File: src/rtl/mac_8bit_seq.sv
// mac_8bit_seq: sequencer that drives one 8-bit math-block MAC slice.
//
// Takes a stream of operand/coefficient beats over a valid/ready handshake, strobes the MAC
// once per beat (clearing or rounding on the first one), waits one drain cycle, then captures
// MAC_OUT and presents it as an 8-bit result over a valid/ready handshake.
//
// Optional feature (macro MAC_SEQ_ACC_CHAIN_EN): adds input CHAIN. When it is latched high,
// the first element neither clears nor rounds, so accumulation continues from the previous
// operation. VEC_LEN==0 with CHAIN=1 skips straight to DRAIN and re-reports MAC_OUT.
//
// Ports:
//   MAC_ACC_CLK          clock
//   acc_ff_rstn          synchronous active-low reset
//   START                start request, sampled only in IDLE
//   VEC_LEN              element count, latched at START, clamped to MAX_LEN
//   CFG_OUT_SEL/TC/RND/SAT  MAC configuration, latched at START
//   CHAIN                (optional) continue previous accumulation, latched at START
//   OPER_IN/COEF_IN      stream data; IN_VALID/IN_READY stream handshake
//   RESULT/RESULT_VALID/RESULT_READY  result handshake
//   BUSY                 high whenever not IDLE
//   MAC_*                control/data to the MAC slice; EFPGA_MATHB_CLK_EN is the accumulate
//                        strobe; MAC_OUT is the MAC result input

module mac_8bit_seq #(
    parameter int unsigned MAX_LEN   = 16,
    parameter int unsigned LEN_WIDTH = 5
) (
    input  logic                 MAC_ACC_CLK,
    input  logic                 acc_ff_rstn,
    input  logic                 START,
    input  logic [LEN_WIDTH-1:0] VEC_LEN,
    input  logic [5:0]           CFG_OUT_SEL,
    input  logic                 CFG_TC,
    input  logic                 CFG_RND,
    input  logic                 CFG_SAT,
`ifdef MAC_SEQ_ACC_CHAIN_EN
    input  logic                 CHAIN,
`endif
    input  logic [7:0]           OPER_IN,
    input  logic [7:0]           COEF_IN,
    input  logic                 IN_VALID,
    output logic                 IN_READY,
    output logic [7:0]           RESULT,
    output logic                 RESULT_VALID,
    input  logic                 RESULT_READY,
    output logic                 BUSY,
    output logic [7:0]           MAC_OPER_DATA,
    output logic [7:0]           MAC_COEF_DATA,
    output logic                 EFPGA_MATHB_CLK_EN,
    output logic                 MAC_ACC_CLEAR,
    output logic                 MAC_ACC_RND,
    output logic                 MAC_ACC_SAT,
    output logic [5:0]           MAC_OUT_SEL,
    output logic                 MAC_TC,
    input  logic [7:0]           MAC_OUT
);

    localparam logic [2:0] StIdle  = 3'd0;
    localparam logic [2:0] StLoad  = 3'd1;
    localparam logic [2:0] StAcc   = 3'd2;
    localparam logic [2:0] StDrain = 3'd3;
    localparam logic [2:0] StHold  = 3'd4;

    localparam logic [LEN_WIDTH-1:0] MaxLen = LEN_WIDTH'(MAX_LEN);

    logic [2:0]           state_q, state_d;
    logic [LEN_WIDTH-1:0] len_q, len_d;
    logic [LEN_WIDTH-1:0] cnt_q, cnt_d;
    logic [LEN_WIDTH-1:0] cnt_inc;
    logic [5:0]           out_sel_q, out_sel_d;
    logic                 tc_q, tc_d;
    logic                 rnd_q, rnd_d;
    logic                 sat_q, sat_d;
    logic                 chain_q, chain_d;
    logic [7:0]           oper_q, oper_d;
    logic [7:0]           coef_q, coef_d;
    logic [7:0]           result_q, result_d;
    logic                 rvalid_q, rvalid_d;
    logic                 chain_in;
    logic                 first_elem;

`ifdef MAC_SEQ_ACC_CHAIN_EN
    assign chain_in = CHAIN;
`else
    assign chain_in = 1'b0;
`endif

    assign cnt_inc = cnt_q + LEN_WIDTH'(1);

    always_comb begin
        state_d   = state_q;
        len_d     = len_q;
        cnt_d     = cnt_q;
        out_sel_d = out_sel_q;
        tc_d      = tc_q;
        rnd_d     = rnd_q;
        sat_d     = sat_q;
        chain_d   = chain_q;
        oper_d    = oper_q;
        coef_d    = coef_q;
        result_d  = result_q;
        rvalid_d  = rvalid_q;

        case (state_q)
            StIdle: begin
                if (START) begin
                    len_d     = (VEC_LEN > MaxLen) ? MaxLen : VEC_LEN;
                    out_sel_d = CFG_OUT_SEL;
                    tc_d      = CFG_TC;
                    rnd_d     = CFG_RND;
                    sat_d     = CFG_SAT;
                    chain_d   = chain_in;
                    cnt_d     = '0;
                    // A chained zero-length op only re-reports the existing accumulator.
                    state_d   = (chain_in && (VEC_LEN == '0)) ? StDrain : StLoad;
                end
            end
            StLoad: begin
                if (len_q == '0) begin
                    // Zero-length op: one strobe with zero operands clears the accumulator.
                    oper_d  = 8'h00;
                    coef_d  = 8'h00;
                    state_d = StAcc;
                end else if (IN_VALID) begin
                    oper_d  = OPER_IN;
                    coef_d  = COEF_IN;
                    state_d = StAcc;
                end
            end
            StAcc: begin
                cnt_d   = cnt_inc;
                state_d = ((len_q == '0) || (cnt_inc == len_q)) ? StDrain : StLoad;
            end
            StDrain: begin
                result_d = MAC_OUT;
                rvalid_d = 1'b1;
                state_d  = StHold;
            end
            StHold: begin
                if (RESULT_READY) begin
                    rvalid_d = 1'b0;
                    state_d  = StIdle;
                end
            end
            default: state_d = StIdle;
        endcase
    end

    always_ff @(posedge MAC_ACC_CLK) begin
        if (!acc_ff_rstn) begin
            state_q   <= StIdle;
            len_q     <= '0;
            cnt_q     <= '0;
            out_sel_q <= '0;
            tc_q      <= 1'b0;
            rnd_q     <= 1'b0;
            sat_q     <= 1'b0;
            chain_q   <= 1'b0;
            oper_q    <= '0;
            coef_q    <= '0;
            result_q  <= '0;
            rvalid_q  <= 1'b0;
        end else begin
            state_q   <= state_d;
            len_q     <= len_d;
            cnt_q     <= cnt_d;
            out_sel_q <= out_sel_d;
            tc_q      <= tc_d;
            rnd_q     <= rnd_d;
            sat_q     <= sat_d;
            chain_q   <= chain_d;
            oper_q    <= oper_d;
            coef_q    <= coef_d;
            result_q  <= result_d;
            rvalid_q  <= rvalid_d;
        end
    end

    // Only the first strobe of a non-chained op seeds the accumulator.
    assign first_elem = (state_q == StAcc) && (cnt_q == '0) && !chain_q;

    // Rounding only makes sense when bits are shifted out; otherwise seed with a plain clear.
    assign MAC_ACC_RND   = first_elem && rnd_q && (out_sel_q != 6'd0);
    assign MAC_ACC_CLEAR = first_elem && !MAC_ACC_RND;

    assign EFPGA_MATHB_CLK_EN = (state_q == StAcc);
    assign IN_READY           = (state_q == StLoad) && (len_q != '0);
    assign BUSY               = (state_q != StIdle);
    assign MAC_OPER_DATA      = oper_q;
    assign MAC_COEF_DATA      = coef_q;
    assign MAC_ACC_SAT        = sat_q;
    assign MAC_OUT_SEL        = out_sel_q;
    assign MAC_TC             = tc_q;
    assign RESULT             = result_q;
    assign RESULT_VALID       = rvalid_q;

endmodule
File: config.mk
export PLATFORM = sky130hd
export DESIGN_NAME = mac_8bit_seq
export DESIGN_NICKNAME = d
export VERILOG_FILES = /design/src/rtl/mac_8bit_seq.sv
export SDC_FILE = /design/constraint.sdc
export NUM_CORES = 1
export LEC_CHECK = 0
export ABC_CLOCK_PERIOD_IN_PS = 4500
export BUFFER_PORTS_ARGS = -buffer_cell sky130_fd_sc_hd__buf_2
export CORE_ASPECT_RATIO = 1.75
export CORE_MARGIN = 4
export CORE_UTILIZATION = 52
export DETAILED_ROUTE_END_ITERATION = 10
export PLACE_DENSITY = 0.87
export SYNTH_ARGS = -nofsm -noshare
export SYNTH_HDL_FRONTEND = slang
export SYNTH_SLANG_ARGS = --single-unit
export TNS_END_PERCENT = 20
File: constraint.sdc
create_clock -name MAC_ACC_CLK -period 4.5 [get_ports MAC_ACC_CLK]
set_input_delay 0.45 -clock MAC_ACC_CLK [delete_from_list [all_inputs] [get_ports MAC_ACC_CLK]]
set_output_delay 0.45 -clock MAC_ACC_CLK [all_outputs]
set_load 0.01 [all_outputs]
==> results of run 1 <==
==> layer usage <==
metal  GRT usage [%]  share of wire (%)  wire (um)
met3            5.02                7.0        347
met1            21.4                 39       1920
met4            8.51                1.8         91
met2            34.1                 52       2580
met5               0                  0          0
==> worst min-delay path: cells and delay by family <==
kind	cells	cell delay (ns)
simple gates	1	0.04
buf+inv	1	0.10
compound gates	1	0.05
==> placed cells by master (no fill, tap or decap), types with 3 or more instances in the layout <==
cell | netlist | final
a21boi_0 | 24 | 24
a21boi_1 | 18 | 18
a21oi_1 | 3 | 3
buf_2 | 2 | 80
clkbuf_8 | 0 | 6
dfxtp_1 | 47 | 47
inv_1 | 5 | 5
nand2_1 | 52 | 52
nand3_1 | 11 | 11
nand3b_1 | 7 | 7
nor2_1 | 8 | 8
nor2b_1 | 4 | 4
o21ai_0 | 21 | 21
or3_1 | 4 | 4
xor2_1 | 4 | 4
==> stage by stage <==
step | setup slack, ns | hold WS [ns] | cells | utilization (%) | cell area (um^2)
CTS | 2.06 | 0.375 | 373 | 66.4 | 2620
global route | 1.96 | 0.380 | 373 | 66.4 | 2620
global placement | 2.38 | 0.451 | 365 | 64.0 | 2520
detailed placement | 2.32 | 0.459 | 365 | 64.0 | 2520
floorplan | 2.74 | 0.444 | 253 | - | 2140
finish | 2.08 | 0.381 | 373 | 66.4 | 2620
==> power by group through the flow <==
stage,logic (uW),registers [uW],clock network (uW)
after floorplan,116,465,0
after global placement,163,468,0
after detailed placement,166,470,0
after CTS,166,460,274
after global routing,185,464,292
final,165,460,266
==> path summary, 6_finish.rpt <==
path	start	to	depth (start not counted)
worst min-delay path	COEF_IN[1]	MAC_COEF_DATA[1]	3
worst max-delay path	state_q[1]	MAC_ACC_CLEAR	5
worst max register to register	state_q[1]	MAC_OPER_DATA[3]	4
worst min register to register	RESULT[0]	RESULT[0]	2
==> registers in the layout (all words and copies together), names as in the netlist <==
| signal | cells |
|---|---|
| MAC_OPER_DATA | 8 |
| state_q | 3 |
| len_q | 5 |
| MAC_ACC_SAT | 1 |
| rnd_q | 1 |
| RESULT_VALID | 1 |
| MAC_COEF_DATA | 8 |
| cnt_q | 5 |
| RESULT | 8 |
| MAC_TC | 1 |
| MAC_OUT_SEL | 6 |
==> cell families after synthesis <==
group,Yosys count,share of synthesized area (%)
compound gates,73,23.5
simple gates,101,23.3
buf+inv,23,5.20
xor+xnor,6,2.45
flops,47,43.9
fa+ha+maj,2,1.17
mux,1,0.467
==> synthesized netlist by cell type (3+ instances only) <==
cell type  instances
nand3b_1           7
dfxtp_1           47
o21ai_0           21
inv_1              5
nor2_1             8
xor2_1             4
nand2_1           52
a21boi_1          18
a21oi_1            3
buf_6              3
a21boi_0          24
nand3_1           11
clkbuf_1          12
nor2b_1            4
or3_1              4
==> area by class of cell <==
cell class                      count  area share [%]
Clock inverter                      1           0.335
Sequential cell                    47            35.9
Clock buffer                        7            3.30
Timing Repair Buffer               81            15.6
Multi-Input combinational cell    183            41.7
Inverter                            6           0.860
Tap cell                           48            2.29
==> results.cfg, run 1 <==
[timing]
grt_setup_unrepaired = no
drv_slew = 0
timing.final.crit_share_pct = 53.8
worst_pin_slew_ns = 1.00
fin_tns_setup_ns = 0
post-route-min-period_ns = 2.42
slew_headroom_pct = 33.2
finalHoldViolCount = 0
setup_viol = 0
fin_skew_ns = 0.00624
fmax_ghz = 0.413

[yosys]
synth-seq-cells = 47
yosysSeqAreaShare_pct = 43.9
synth_area_per_cell_um2 = 8.47
yosys_warnings = 0
synth_top_area_cell = dfxtp_1
ys.flop_type = dfxtp_1
synth_nets = 298
yosys.area.top_type_share_pct = 43.9
synthCells = 253
synth_edf_count = 0
synthTopCellsByArea = dfxtp_1, nand2_1, a21boi_0
synth_cell_types = 37
synth_area_um2 = 2140
ys_async_sr_fraction_pct = 0

[power]
power.switching_uw = 259
power.internal_uw = 632
swShare_pct = 29.0
p_comb_share_pct = 18.5
p_leak_uw = 0.00113
ir_drop_mv = 0.300
p_per_area_nw_per_um2 = 340
power.total_uw = 891
p_seq_share_pct = 51.6
pwr-share-clk_pct = 29.9

[clock_network]
h-tree-depth = 2
cts_buffers = 5
postCtsResizedCells = 0
cts_sinks = 47
clockBufferDepth = 2
insertion_delay_ns = 0.30
cts_setup_buffers = 0
root_buffer = clkbuf_8
cts_hold_buffers = 0
cts_tree = built
clkTransAtPathRegs_ns = 0.09

[setup_path]
crit_chain = or3b_1 > clkinv_1 > nand2_1 > nor2b_1 > buf_2
cp_slowest_cell = dfxtp_1
critPathMaxFanout = 17
crit_family = simple AND/OR/NAND/NOR gates
critPathMaxStageDelay_ns = 0.66
worstPathArrival_ns = 1.97
crit_path_start_kind = register
end_kind = output pin
critPathBufInv = 2
reg2reg_slack_ns = 2.31
cp_data_required_time_ns = 4.05
path_class = register to output pin

[final_layout]
drive_above_1_share_pct = 27.7
fin_nets = 369
fill_cells = 341
regArea_um2 = 941
syn_to_final_growth_pct = 22.1
multi_input_area_um2 = 1090
antenna_cells = 0

[detailed_routing]
firstDrtPassIters = 4
wl_per_cell_um = 13.2
drt_drc_violations_left = 0
ant_nets = 0
vias = 1992
drt_iter0_drc = 60
wirelength_um = 4940
via_per_inst = 5.34

[floorplanning]
fp.dieH_um = 92.9
die_w_um = 56.5
dieArea_um2 = 5250
start_util_pct = 54.4
ioPinCount = 81
core_area_um2 = 3940
row_count = 30

[global_route]
grt_pass1_vias = 1887
grt_pass1_wl_um = 8220
overflow = 0
track_usage_pct = 19.4
grt_max_degree = 49
antenna_found_initial = 0

[place]
io_buffers = 80
gp_congestion = 0.768
dp_hpwl_um = 3570

[outcome]
status = complete, no violations

[flow_run]
drv_cap = 0

[hold_path]
hold_class = input port to register
Note: power is estimated with default switching activity, not from simulation.
==> inputs of run 2 (changes only) <==
ABC_CLOCK_PERIOD_IN_PS = 2100   (was 4500)
CORE_UTILIZATION = 44   (was 52)
PLACE_DENSITY = 0.79   (was 0.87)
clock period = 2.1 ns   (was 4.5 ns; I/O delays follow)
==> run 2 against run 1 <==
Flip-flop and latch count unchanged. Worst setup slack worse by 1.9 ns. Via count up 0.40%. Register-to-register slack worse by 1.9 ns. Sequential share of layout area down 0.74 points. Global-route usage down 1.9 points. Final area up 2.1%. Utilization down 9.6 points. Critical path type unchanged.
==> results.cfg, run 2 (synthesis results as in run 1) <==
[final_layout]
fin_nets = 377
mostFrequentLayoutCells = buf_2, nand2_1, dfxtp_1
final_cell_count_no_fill = 385
drive_above_1_share_pct = 29.4
antenna_cells = 0
fin_area_um2 = 2670
multi_input_area_um2 = 1090
regArea_um2 = 941
post-route-util_pct = 56.8
fill_cells = 460
syn_to_final_growth_pct = 24.7
final_common_cell = buf_2

[global_route]
grt_pass1_vias = 1917
overflow = 0
track_usage_pct = 17.5
grt_pass1_wl_um = 8320
grt_max_degree = 38
antenna_found_initial = 0

[detailed_routing]
wirelength_um = 5070
ant_nets = 0
drt_drc_violations_left = 0
drt_iter0_drc = 56
via_per_inst = 5.19
firstDrtPassIters = 4
vias = 2000
wl_per_cell_um = 13.2

[timing]
fin_skew_ns = 0.00448
slew_headroom_pct = 65.1
finalHoldViolCount = 0
timing.final.crit_share_pct = 91.7
worst_pin_slew_ns = 0.524
setup_viol = 0
grt_setup_unrepaired = no
post-route-min-period_ns = 1.93
drv_slew = 0
fin_tns_setup_ns = 0
fmax_ghz = 0.519

[clock_network]
clockBufferDepth = 2
clkTransAtPathRegs_ns = 0.09
insertion_delay_ns = 0.30
h-tree-depth = 2
cts_setup_buffers = 0
cts_tree = built
postCtsResizedCells = 0
cts_hold_buffers = 0
cts_sinks = 47
root_buffer = clkbuf_8
cts_buffers = 5

[setup_path]
path_class = register to output pin
reg2reg_from = state_q[0]
worstPathArrival_ns = 1.72
rr_worst_depth = 5
critPathMaxFanout = 18
crit_path_start_kind = register
reg2reg_slack_ns = 0.45
crit_path_end = IN_READY
r2r-end = MAC_COEF_DATA[3]
end_kind = output pin
cp_data_required_time_ns = 1.89
timing.critical_path.from = state_q[0]

[place]
io_buffers = 80
postPlaceCellArea_um2 = 2590
dp_cells = 377
gp_congestion = 0.833
dp_hpwl_um = 3810

[power]
power.total_uw = 1910
ir_drop_mv = 0.545
p_leak_uw = 0.00116
p_per_area_nw_per_um2 = 713

[floorplanning]
dieArea_um2 = 6100
row_count = 33
die_w_um = 60.8
fp.dieH_um = 100
start_util_pct = 45.5
ioPinCount = 81
core_area_um2 = 4710

[flow_run]
drv_cap = 0

[hold_path]
hold_class = input port to register

[outcome]
status = complete, no violations
## run 2: worst min-delay path by stage
stage,from,end,slack [ns],depth (start not counted)
6_report,COEF_IN[0],MAC_COEF_DATA[0],0.14,3
5_1_grt,COEF_IN[4],MAC_COEF_DATA[4],0.14,3
4_1_cts,OPER_IN[0],MAC_OPER_DATA[0],0.13,3
3_5_place_dp,RESULT[1],RESULT[1],0.46,2
3_3_place_gp,RESULT[5],RESULT[5],0.45,2
2_1_floorplan,COEF_IN[0],MAC_COEF_DATA[0],0.35,2
## run 2: critical path: stages, from the launching register on
cell	delay [ns]
dfxtp_1	0.51
or3b_1	0.45
buf_4	0.22
nor2_1	0.09
buf_2	0.15
## run 2: metal layers
| layer | global-route usage, % | vias up | wire (um) |
|---|---|---|---|
| met5 | 0 | - | 0 |
| met4 | 9.85 | 0 | 166 |
| met3 | 2.96 | 15 | 212 |
| met2 | 29.8 | 49 | 2680 |
| met1 | 19.8 | 917 | 2010 |
| li1 | - | 1019 | - |
## run 2: report_power, final
| part | switching [uW] | total (uW) | leakage [uW] | internal [uW] |
|---|---|---|---|---|
| clock | 304 | 537 | 0.0000412 | 233 |
| sequential | 39.4 | 976 | 0.000381 | 937 |
| combinational | 223 | 393 | 0.000742 | 171 |
| total | 566 | 1910 | 0.00116 | 1340 |
## run 2: layout make-up
| cell class | instances | area share [%] |
|---|---|---|
| Multi-Input combinational cell | 183 | 40.8 |
| Clock buffer | 6 | 2.72 |
| Clock inverter | 2 | 0.468 |
| Inverter | 6 | 0.843 |
| Timing Repair Buffer | 89 | 17.5 |
| Tap cell | 52 | 2.43 |
| Sequential cell | 47 | 35.2 |
## run 2: metrics by stage
stage / setup WS, ns / hold WS, ns
CTS: 0.173 / 0.132
finish: 0.174 / 0.140
floorplan: 0.469 / 0.349
detailed placement: 0.451 / 0.456
global placement: 0.488 / 0.449
global route: 0.0406 / 0.140
